--- config.mk ---
export PLATFORM = sky130hd
export DESIGN_NAME = shared_reg_arbiter_flat
export DESIGN_NICKNAME = d
export VERILOG_FILES = /design/src/rtl/shared_reg_arb_pkg.sv /design/src/rtl/shared_reg_arbiter_if.sv /design/src/rtl/shared_reg_arbiter_reg_en_bank.sv /design/src/rtl/shared_reg_arbiter.sv /design/src/flat_wrapper.sv
export SDC_FILE = /design/constraint.sdc
export NUM_CORES = 1
export LEC_CHECK = 0
export BUFFER_PORTS_ARGS = -buffer_cell sky130_fd_sc_hd__buf_2
export CAP_MARGIN = 20
export CORE_MARGIN = 5
export CORE_UTILIZATION = 45
export CTS_CLUSTER_DIAMETER = 150
export DETAILED_ROUTE_END_ITERATION = 10
export PLACE_DENSITY = 0.67
export SYNTH_ARGS = -nofsm -noshare
export SYNTH_HDL_FRONTEND = slang
export SYNTH_SLANG_ARGS = --single-unit
--- constraint.sdc ---
create_clock -name clk -period 4 [get_ports clk]
set_input_delay 0.4 -clock clk [delete_from_list [all_inputs] [get_ports clk]]
set_output_delay 0.4 -clock clk [all_outputs]
set_load 0.02 [all_outputs]
--- src/rtl/shared_reg_arb_pkg.sv ---
// Shared definitions for the round-robin shared-register write arbiter:
// FSM state type, default sizing, and the wrap-around first-set search.
package shared_reg_arb_pkg;

  localparam int NUM_REQ_DEF  = 4;
  localparam int DATA_W_DEF   = 8;
  localparam int LOCK_MAX_DEF = 8;
  localparam int RR_MAX       = 16;

  typedef enum logic [0:0] {
    ST_IDLE   = 1'b0,
    ST_LOCKED = 1'b1
  } arb_state_e;

  // First set bit of req_v at or after ptr, wrapping modulo n (n <= RR_MAX).
  function automatic logic [3:0] rr_pick(input logic [RR_MAX-1:0] req_v,
                                         input logic [3:0]        ptr,
                                         input logic [4:0]        n);
    logic       found;
    logic [4:0] sum;
    logic [4:0] idx;
    found   = 1'b0;
    rr_pick = 4'd0;
    for (int k = 0; k < RR_MAX; k++) begin
      sum = 5'(ptr) + 5'(k);
      idx = (sum >= n) ? (sum - n) : sum;
      if ((5'(k) < n) && !found && req_v[idx[3:0]]) begin
        found   = 1'b1;
        rr_pick = idx[3:0];
      end else begin
        found   = found;
      end
    end
  endfunction

endpackage

--- src/rtl/shared_reg_arbiter_if.sv ---
// Requester-side bundle of the shared-register arbiter: requests, write lanes,
// lock requests, and the registered grant / register-status view.
interface shared_reg_arbiter_if
  import shared_reg_arb_pkg::*;
#(
  parameter int NUM_REQ = NUM_REQ_DEF,
  parameter int DATA_W  = DATA_W_DEF
);
  localparam int IDX_W = (NUM_REQ > 1) ? $clog2(NUM_REQ) : 1;

  logic [NUM_REQ-1:0]        req;
  logic [NUM_REQ*DATA_W-1:0] wdata;
  logic [NUM_REQ-1:0]        lock;
  logic [NUM_REQ-1:0]        gnt;
  logic [DATA_W-1:0]         q;
  logic [IDX_W-1:0]          q_owner;
  logic                      q_valid;
  logic                      locked;

  modport master (
    output req, wdata, lock,
    input  gnt, q, q_owner, q_valid, locked
  );

  modport slave (
    input  req, wdata, lock,
    output gnt, q, q_owner, q_valid, locked
  );
endinterface

--- src/rtl/shared_reg_arbiter_reg_en_bank.sv ---
// DATA_W-wide storage register with asynchronous active-low clear and
// synchronous load enable; the arbiter is its only writer.
module reg_en_bank #(
  parameter int DATA_W = 8
) (
  input  logic              clk,
  input  logic              rst_n,
  input  logic              en,
  input  logic [DATA_W-1:0] d,
  output logic [DATA_W-1:0] q
);

  logic [DATA_W-1:0] data_r;

  // Load on enable, clear on reset.
  always_ff @(posedge clk or negedge rst_n) begin
    if (!rst_n) begin
      data_r <= '0;
    end else if (en) begin
      data_r <= d;
    end else begin
      data_r <= data_r;
    end
  end

  assign q = data_r;

endmodule

--- src/rtl/shared_reg_arbiter.sv ---
// Round-robin write arbiter for one shared enable-register. Define
// SHARED_REG_ARB_LOCK_EN to build the LOCKED state (bounded by LOCK_MAX).
module shared_reg_arbiter
  import shared_reg_arb_pkg::*;
#(
  parameter int NUM_REQ  = NUM_REQ_DEF,
  parameter int DATA_W   = DATA_W_DEF,
  parameter int LOCK_MAX = LOCK_MAX_DEF
) (
  input logic                 clk,
  input logic                 reset,
  shared_reg_arbiter_if.slave bus
);

  localparam int IDX_W = (NUM_REQ > 1) ? $clog2(NUM_REQ) : 1;
  localparam int CNT_W = $clog2(LOCK_MAX + 1);
  localparam logic [NUM_REQ-1:0] GNT_ONE  = {{(NUM_REQ-1){1'b0}}, 1'b1};
  localparam logic [IDX_W-1:0]   IDX_LAST = IDX_W'(NUM_REQ - 1);

  arb_state_e         state_r, state_nxt_s;
  logic [IDX_W-1:0]   ptr_r, ptr_nxt_s;
  logic [IDX_W-1:0]   owner_r, owner_nxt_s;
  logic [IDX_W-1:0]   win_s, wr_idx_s;
  logic [NUM_REQ-1:0] gnt_r, gnt_nxt_s;
  logic               valid_r, valid_nxt_s;
  logic               locked_r, locked_nxt_s;
  logic [CNT_W-1:0]   cnt_r, cnt_nxt_s;
  logic               wr_en_s;
  logic [DATA_W-1:0]  wr_data_s;
  logic [DATA_W-1:0]  q_s;

  assign win_s     = IDX_W'(rr_pick(RR_MAX'(bus.req), 4'(ptr_r), 5'(NUM_REQ)));
  assign wr_data_s = bus.wdata[wr_idx_s*DATA_W +: DATA_W];

`ifndef SHARED_REG_ARB_LOCK_EN
  logic unused_lock_s;
  assign unused_lock_s = ^bus.lock;
`endif

  // Next-state, grant and write-enable decode.
  always_comb begin
    state_nxt_s  = state_r;
    ptr_nxt_s    = ptr_r;
    owner_nxt_s  = owner_r;
    gnt_nxt_s    = '0;
    valid_nxt_s  = valid_r;
    locked_nxt_s = locked_r;
    cnt_nxt_s    = cnt_r;
    wr_en_s      = 1'b0;
    wr_idx_s     = win_s;
    case (state_r)
      ST_IDLE: begin
        if (|bus.req) begin
          wr_en_s     = 1'b1;
          owner_nxt_s = win_s;
          valid_nxt_s = 1'b1;
          gnt_nxt_s   = GNT_ONE << win_s;
          ptr_nxt_s   = (win_s == IDX_LAST) ? '0 : (win_s + IDX_W'(1));
`ifdef SHARED_REG_ARB_LOCK_EN
          if (bus.lock[win_s]) begin
            state_nxt_s  = ST_LOCKED;
            locked_nxt_s = 1'b1;
            cnt_nxt_s    = CNT_W'(1);
          end else begin
            state_nxt_s  = ST_IDLE;
          end
`else
          locked_nxt_s = 1'b0;
`endif
        end else begin
          gnt_nxt_s = '0;
        end
      end
`ifdef SHARED_REG_ARB_LOCK_EN
      // Owner keeps the register until it lets go or the burst budget is spent.
      ST_LOCKED: begin
        if (bus.req[owner_r] && bus.lock[owner_r] && (cnt_r < CNT_W'(LOCK_MAX))) begin
          wr_en_s   = 1'b1;
          wr_idx_s  = owner_r;
          gnt_nxt_s = GNT_ONE << owner_r;
          cnt_nxt_s = cnt_r + CNT_W'(1);
        end else begin
          state_nxt_s  = ST_IDLE;
          locked_nxt_s = 1'b0;
          cnt_nxt_s    = '0;
        end
      end
`endif
      default: begin
        state_nxt_s  = ST_IDLE;
        locked_nxt_s = 1'b0;
        cnt_nxt_s    = '0;
      end
    endcase
  end

  // Arbiter state and registered outputs.
  always_ff @(posedge clk or negedge reset) begin
    if (!reset) begin
      state_r  <= ST_IDLE;
      ptr_r    <= '0;
      owner_r  <= '0;
      gnt_r    <= '0;
      valid_r  <= 1'b0;
      locked_r <= 1'b0;
      cnt_r    <= '0;
    end else begin
      state_r  <= state_nxt_s;
      ptr_r    <= ptr_nxt_s;
      owner_r  <= owner_nxt_s;
      gnt_r    <= gnt_nxt_s;
      valid_r  <= valid_nxt_s;
      locked_r <= locked_nxt_s;
      cnt_r    <= cnt_nxt_s;
    end
  end

  reg_en_bank #(.DATA_W(DATA_W)) u_bank (
    .clk   (clk),
    .rst_n (reset),
    .en    (wr_en_s),
    .d     (wr_data_s),
    .q     (q_s)
  );

  assign bus.gnt     = gnt_r;
  assign bus.q       = q_s;
  assign bus.q_owner = owner_r;
  assign bus.q_valid = valid_r;
  assign bus.locked  = locked_r;

endmodule

--- src/flat_wrapper.sv ---
// flat-port wrapper written by rule: the top's interface ports become plain ports
module shared_reg_arbiter_flat import shared_reg_arb_pkg::*;
#(
  parameter int NUM_REQ  = NUM_REQ_DEF,
  parameter int DATA_W   = DATA_W_DEF,
  parameter int LOCK_MAX = LOCK_MAX_DEF
)
  (clk, reset, bus_req, bus_wdata, bus_lock, bus_gnt, bus_q, bus_q_owner, bus_q_valid, bus_locked);
  shared_reg_arbiter_if #(.NUM_REQ(NUM_REQ), .DATA_W(DATA_W)) bus_i ();
  input logic clk;
  input logic reset;
  input wire logic [$bits(bus_i.req)-1:0] bus_req;
  input wire logic [$bits(bus_i.wdata)-1:0] bus_wdata;
  input wire logic [$bits(bus_i.lock)-1:0] bus_lock;
  output wire logic [$bits(bus_i.gnt)-1:0] bus_gnt;
  output wire logic [$bits(bus_i.q)-1:0] bus_q;
  output wire logic [$bits(bus_i.q_owner)-1:0] bus_q_owner;
  output wire logic [$bits(bus_i.q_valid)-1:0] bus_q_valid;
  output wire logic [$bits(bus_i.locked)-1:0] bus_locked;
  assign bus_i.req = bus_req;
  assign bus_i.wdata = bus_wdata;
  assign bus_i.lock = bus_lock;
  assign bus_gnt = bus_i.gnt;
  assign bus_q = bus_i.q;
  assign bus_q_owner = bus_i.q_owner;
  assign bus_q_valid = bus_i.q_valid;
  assign bus_locked = bus_i.locked;
  shared_reg_arbiter #(.NUM_REQ(NUM_REQ), .DATA_W(DATA_W), .LOCK_MAX(LOCK_MAX)) u_core (.clk(clk), .reset(reset), .bus(bus_i));
endmodule
==> qor.yml, run 1 <==
logic_synthesis:
  synth_edf_count: 0
  synth_flop_cell: "dfrtp_1"
  syn-cell-area_um2: 1980
  ys_async_sr_fraction_pct: 100
  ys_seq_area_share_pct: 21.5
  ys_warn_count: 0
  syn_inst: 264
  syn-num-nets: 311
  ys_types: 42
  ys_seq_elements: 17
  syn_area_per_cell_um2: 7.49
drt:
  drt_wl_total_um: 5510
  wl_per_cell_um: 15.6
  via_per_inst: 5.96
  drt_iter0_drc: 147
  antenna_left: 0
  first_pass_iters: 4
  wl_met3_um: 442
  top_layer: "met4"
  route.met2.wl_um: 2570
  vias: 2111
  drc: 0
  wirelength_met1_um: 2490
grt:
  grt_pass1_wl_um: 8940
  grt_max_degree: 52
  grt-ovfl-total: 0
  track_usage_pct: 17.9
  grt_pass1_vias: 1869
  antenna_found_initial: 0
sta:
  hold_viol: 0
  rsz0062_at_grt: "false"
  setup-tns-final_ns: 0
  fin_crit_sh_pct: 89.8
  slew_headroom_pct: 58.5
  slew_viol_final: 0
  fin_crit_ns: 3.59
  max_slew.worst_pin.slew_ns: 0.622
  setup_violations: 0
  fin_skew_ns: 0.00379
  max_freq_mhz: 279
worst_setup_path:
  crit_slowest_cell: "ha_1"
  end_kind: "flip-flop"
  path_buf_inv: 2
  cp.arrival_ns: 3.77
  r2r_slack_ns: 0.41
  timing.rr.end: "u_core.u_bank.q[4]"
  slowest_delay_ns: 0.65
  rr_worst_depth: 8
  required_ns: 4.18
  start_kind: "flip-flop"
  crit_top_cell: "nand3_1"
  r2r-start: "u_core.ptr_r[0]"
  path_class: "flip-flop to flip-flop"
  critPathTopFamily: "compound AO/OA/AOI/OAI gates"
  crit_fanout: 18
  path_cells: "clkinv_1 > ha_1 > nand3_1 > buf_4 > and4_1 > a21oi_1 > o221ai_1 > nand3_1"
cts:
  clock_path_buffers: 2
  ctsHoldBuffers: 0
  cts_setup_buffers: 0
  clk_latency_ns: 0.24
  cts_htree_levels: 1
  cts_made_buffers: 3
  cts-root-buf: "clkbuf_8"
  ctsResizeCount: 0
  cts.sinks: 17
  clkTransAtPathRegs_ns: 0.06
  cts_tree: "built"
floorplanning:
  initial_utilization_pct: 46.0
  fp.dieW_um: 76.3
  core_um2: 4290
  die_h_um: 76.3
  dieArea_um2: 5820
  io_pins: 58
  num_rows: 24
pwr:
  power.leakage_nw: 1.10
  power_mw: 2.07
  seq_power_share_pct: 16.1
  clock_power_share_pct: 6.0
  comb_power_share_pct: 77.9
  pwr_density_cell_nw_per_um2: 914
  ir_worst_vdd_mv: 0.424
  switching_power_mw: 1.13
  swShare_pct: 54.4
  p_int_uw: 944
final_layout:
  layout_commonest_cell: "nand2_1"
  final_nets: 350
  multi_input_area_um2: 1330
  layout_common_cells: "54 x nand2_1, 52 x buf_2, 28 x inv_1"
  n_antenna_cell: 0
  areaGrowthSynthToFinish_pct: 14.7
  fillers: 431
  drive_gt1_share_pct: 22.8
  register_area_um2: 427
place:
  gp_congestion: 0.776
  dp_hpwl_um: 3880
  io_buffers: 52
hold_path:
  holdCritPathClass: "input port to asynchronous set/reset pin"
outcome:
  outcome: "finished, final reports clean"
flow_run:
  cap_viol_max_count: 0
==> metrics by stage <==
step           hold WS (ns)  worst slack, ns  area, µm²  cells  util (%)
6_report             0.0641            0.410       2270    354      52.8
2_1_floorplan         0.104             1.24       1980    264         -
5_1_grt              0.0976            0.136       2270    354      52.8
3_3_place_gp          0.340            0.409       2220    350      51.7
4_1_cts              0.0703            0.409       2270    354      52.8
3_5_place_dp          0.338            0.427       2220    350      51.7
==> synthesized netlist by cell type (5+ instances only) <==
master / count / area, µm²
dfrtp_1: 17 / 425
and3_1: 8 / 50.1
mux2i_1: 17 / 170
clkbuf_1: 13 / 48.8
a21oi_1: 11 / 55.1
nand2_1: 54 / 203
ha_1: 5 / 62.6
a211oi_1: 16 / 120
inv_1: 28 / 105
nand3_1: 9 / 45.0
o221ai_1: 8 / 70.1
a311oi_1: 16 / 140
o22ai_1: 8 / 50.1
o21ai_0: 9 / 45.0
==> logic make-up after synthesis <==
kind of cell | Yosys count | synth area share (%)
and+or+nand+nor | 88 | 20.5
other | 1 | 0.190
adders and majority gates | 5 | 3.16
buffers and inverters | 51 | 11.5
DFF | 17 | 21.5
muxes | 22 | 12.8
AOI/OAI and AO/OA | 80 | 30.4
==> registers in the layout, summed over array words and instances, names as in the netlist <==
register and count:
u_core.bus.q_owner 2, u_core.u_bank.q 8, u_core.bus.q_valid 1, u_core.bus.gnt 4, u_core.ptr_r 2
==> cell type report <==
| type | instances | area share (%) |
|---|---|---|
| Tap cell | 52 | 2.87 |
| Sequential cell | 17 | 18.8 |
| Clock buffer | 4 | 1.99 |
| Inverter | 29 | 4.80 |
| Multi-Input combinational cell | 196 | 58.7 |
| Timing Repair Buffer | 56 | 12.8 |
==> per-layer routing <==
metal	vias up	track usage [%]
met5	-	0
met4	0	3.50
met3	2	2.25
met2	75	28.7
met1	993	25.9
li1	1041	-
==> worst max-delay path by stage <==
| stage | startpoint | end | slack (ns) | cells past startpoint |
|---|---|---|---|---|
| global route | u_core.ptr_r[0] | u_core.u_bank.q[2] | 0.14 | 8 |
| floorplan | u_core.ptr_r[0] | u_core.ptr_r[1] | 1.24 | 12 |
| finish | u_core.ptr_r[0] | u_core.u_bank.q[4] | 0.41 | 8 |
| CTS | u_core.ptr_r[0] | u_core.u_bank.q[4] | 0.41 | 8 |
| global placement | u_core.ptr_r[0] | u_core.u_bank.q[2] | 0.41 | 8 |
| detailed placement | u_core.ptr_r[0] | u_core.u_bank.q[4] | 0.43 | 8 |
==> power by group through the flow <==
stage	sequential, mW	clock (mW)	combinational [mW]
detailed placement	0.336	0	1.60
CTS	0.333	0.128	1.61
finish	0.334	0.124	1.61
global placement	0.335	0	1.58
global route	0.348	0.133	1.78
floorplan	0.396	0	1.21
Note: power is estimated with default switching activity, not from simulation.
==> run 2: changes to the inputs <==
--- a/config.mk
+++ b/config.mk
@@ -7,9 +7,11 @@
 export LEC_CHECK = 0
 export BUFFER_PORTS_ARGS = -buffer_cell sky130_fd_sc_hd__buf_2
 export CAP_MARGIN = 20
+export CORE_ASPECT_RATIO = 0.8
 export CORE_MARGIN = 5
 export CORE_UTILIZATION = 45
 export CTS_CLUSTER_DIAMETER = 150
+export CTS_CLUSTER_SIZE = 20
 export DETAILED_ROUTE_END_ITERATION = 10
 export PLACE_DENSITY = 0.67
 export SYNTH_ARGS = -nofsm -noshare
==> run 2 against run 1 <==
  * Power grew 1.9%
  * Via count shrank 0.38%
  * Highest routed layer unchanged
  * Fmax grew 7.4%
==> qor.yml, run 2 (synthesis gave the netlist of run 1 again) <==
cts:
  ctsHoldBuffers: 0
  clk_latency_ns: 0.26
  cts-root-buf: "clkbuf_8"
  cts_setup_buffers: 0
  ctsResizeCount: 0
  cts.sinks: 17
  cts_tree: "built"
  clock_path_buffers: 2
  clkTransAtPathRegs_ns: 0.07
  cts_htree_levels: 1
  cts_made_buffers: 3
place:
  dp_hpwl_um: 4030
  gp_congestion: 0.871
  io_buffers: 52
worst_setup_path:
  critPathCapture: "u_core.ptr_r[1]"
  end_kind: "flip-flop"
  timing.rr.end: "u_core.ptr_r[1]"
  crit_fanout: 15
  r2r-start: "u_core.ptr_r[0]"
  cp.arrival_ns: 3.47
  r2r_slack_ns: 0.66
  startpoint: "u_core.ptr_r[0]"
  required_ns: 4.13
  start_kind: "flip-flop"
  rr_worst_depth: 10
  path_class: "flip-flop to flip-flop"
drt:
  via_per_inst: 5.84
  first_pass_iters: 4
  drc: 0
  antenna_left: 0
  wl_per_cell_um: 15.9
  vias: 2103
  drt_iter0_drc: 176
  drt_wl_total_um: 5730
final_layout:
  layout_commonest_cell: "nand2_1"
  largest_reg_flops: 8
  n_antenna_cell: 0
  fillers: 413
  drive_gt1_share_pct: 23.4
  layout_common_cells: "54 x nand2_1, 52 x buf_2, 28 x inv_1"
  final_nets: 351
  areaGrowthSynthToFinish_pct: 15.6
sta:
  slew_viol_final: 0
  fin_crit_sh_pct: 83.6
  max_slew.worst_pin.slew_ns: 0.684
  setup_violations: 0
  max_freq_mhz: 299
  hold_viol: 0
  fin_crit_ns: 3.34
  rsz0062_at_grt: "false"
  slew_headroom_pct: 54.4
  fin_skew_ns: 0.00322
  setup-tns-final_ns: 0
pwr:
  ir_worst_vdd_mv: 0.616
  power_mw: 2.11
  power.leakage_nw: 1.11
  pwr_density_cell_nw_per_um2: 924
floorplanning:
  initial_utilization_pct: 47.0
  fp.dieW_um: 84.1
  die_h_um: 69.3
  num_rows: 21
  io_pins: 58
  dieArea_um2: 5830
  core_um2: 4200
grt:
  grt_max_degree: 68
  grt_use_met1_pct: 29.0
  grt_pass1_wl_um: 9300
  antenna_found_initial: 0
  grt-ovfl-total: 0
  grt_pass1_vias: 1873
  track_usage_pct: 18.9
  grt_busiest_layer: "met1"
  use_met2_pct: 27.5
  grtUsageMet3_pct: 3.44
flow_run:
  cap_viol_max_count: 0
hold_path:
  holdCritPathClass: "input port to asynchronous set/reset pin"
outcome:
  outcome: "finished, final reports clean"
## run 2: cell types whose count changed in the layout (fill, tap and decap cells not counted), sizes merged
cell	change
clkbuf	-1
clkinvlp	+1
buf	+1
## run 2: final cells by class
cell class	instances	area (µm²)	share of cell area, %
clock buffers	3	41.3	1.81
well taps	57	71.3	3.12
flip-flops and latches	17	427	18.7
clock inverters	1	7.51	0.329
inverters	29	109	4.76
multi-input cells	196	1330	58.3
repair buffers	57	298	13.0
## run 2: power breakdown
| part | internal, mW | total (mW) | switching [mW] |
|---|---|---|---|
| Sequential | 0.265 | 0.310 | 0.0449 |
| Clock | 0.0702 | 0.134 | 0.0642 |
| Combinational | 0.620 | 1.67 | 1.05 |
## run 2: worst min path at each step
stage          start  slack (ns)                 end  cells past startpoint
6_report       reset        0.05   u_core.bus.gnt[2]                      1
5_1_grt        reset        0.07   u_core.bus.gnt[2]                      1
4_1_cts        reset        0.06   u_core.bus.gnt[2]                      1
3_5_place_dp   reset        0.34  u_core.u_bank.q[5]                      1
3_3_place_gp   reset        0.34  u_core.u_bank.q[5]                      1
2_1_floorplan  reset        0.10   u_core.bus.gnt[0]                      0
## run 2: routing by layer
layer | up-vias | wire length [µm]
li1 | 1047 | -
met2 | 83 | 2430
met5 | - | 0
met3 | 4 | 511
met1 | 969 | 2750
met4 | 0 | 29
## run 2: through the flow
stage / setup slack (ns) / cell area (µm²) / std cells / hold slack (ns) / util, %
floorplan: 1.24 / 1980 / 264 / 0.104 / -
global placement: 0.708 / 2240 / 356 / 0.340 / 53.2
detailed placement: 0.756 / 2240 / 356 / 0.343 / 53.2
CTS: 0.733 / 2280 / 360 / 0.0631 / 54.3
global route: 0.403 / 2280 / 360 / 0.0718 / 54.3
finish: 0.657 / 2280 / 360 / 0.0456 / 54.3
## run 2: worst max-delay path, stage by stage (launching register included)
cell	delay, ns
dfrtp_2	0.36
clkinv_1	0.27
ha_1	0.67
nand3_1	0.48
nand4b_1	0.56
inv_1	0.08
nor2_1	0.24
inv_1	0.11
ha_1	0.30
nand2_1	0.05
o21ai_0	0.08
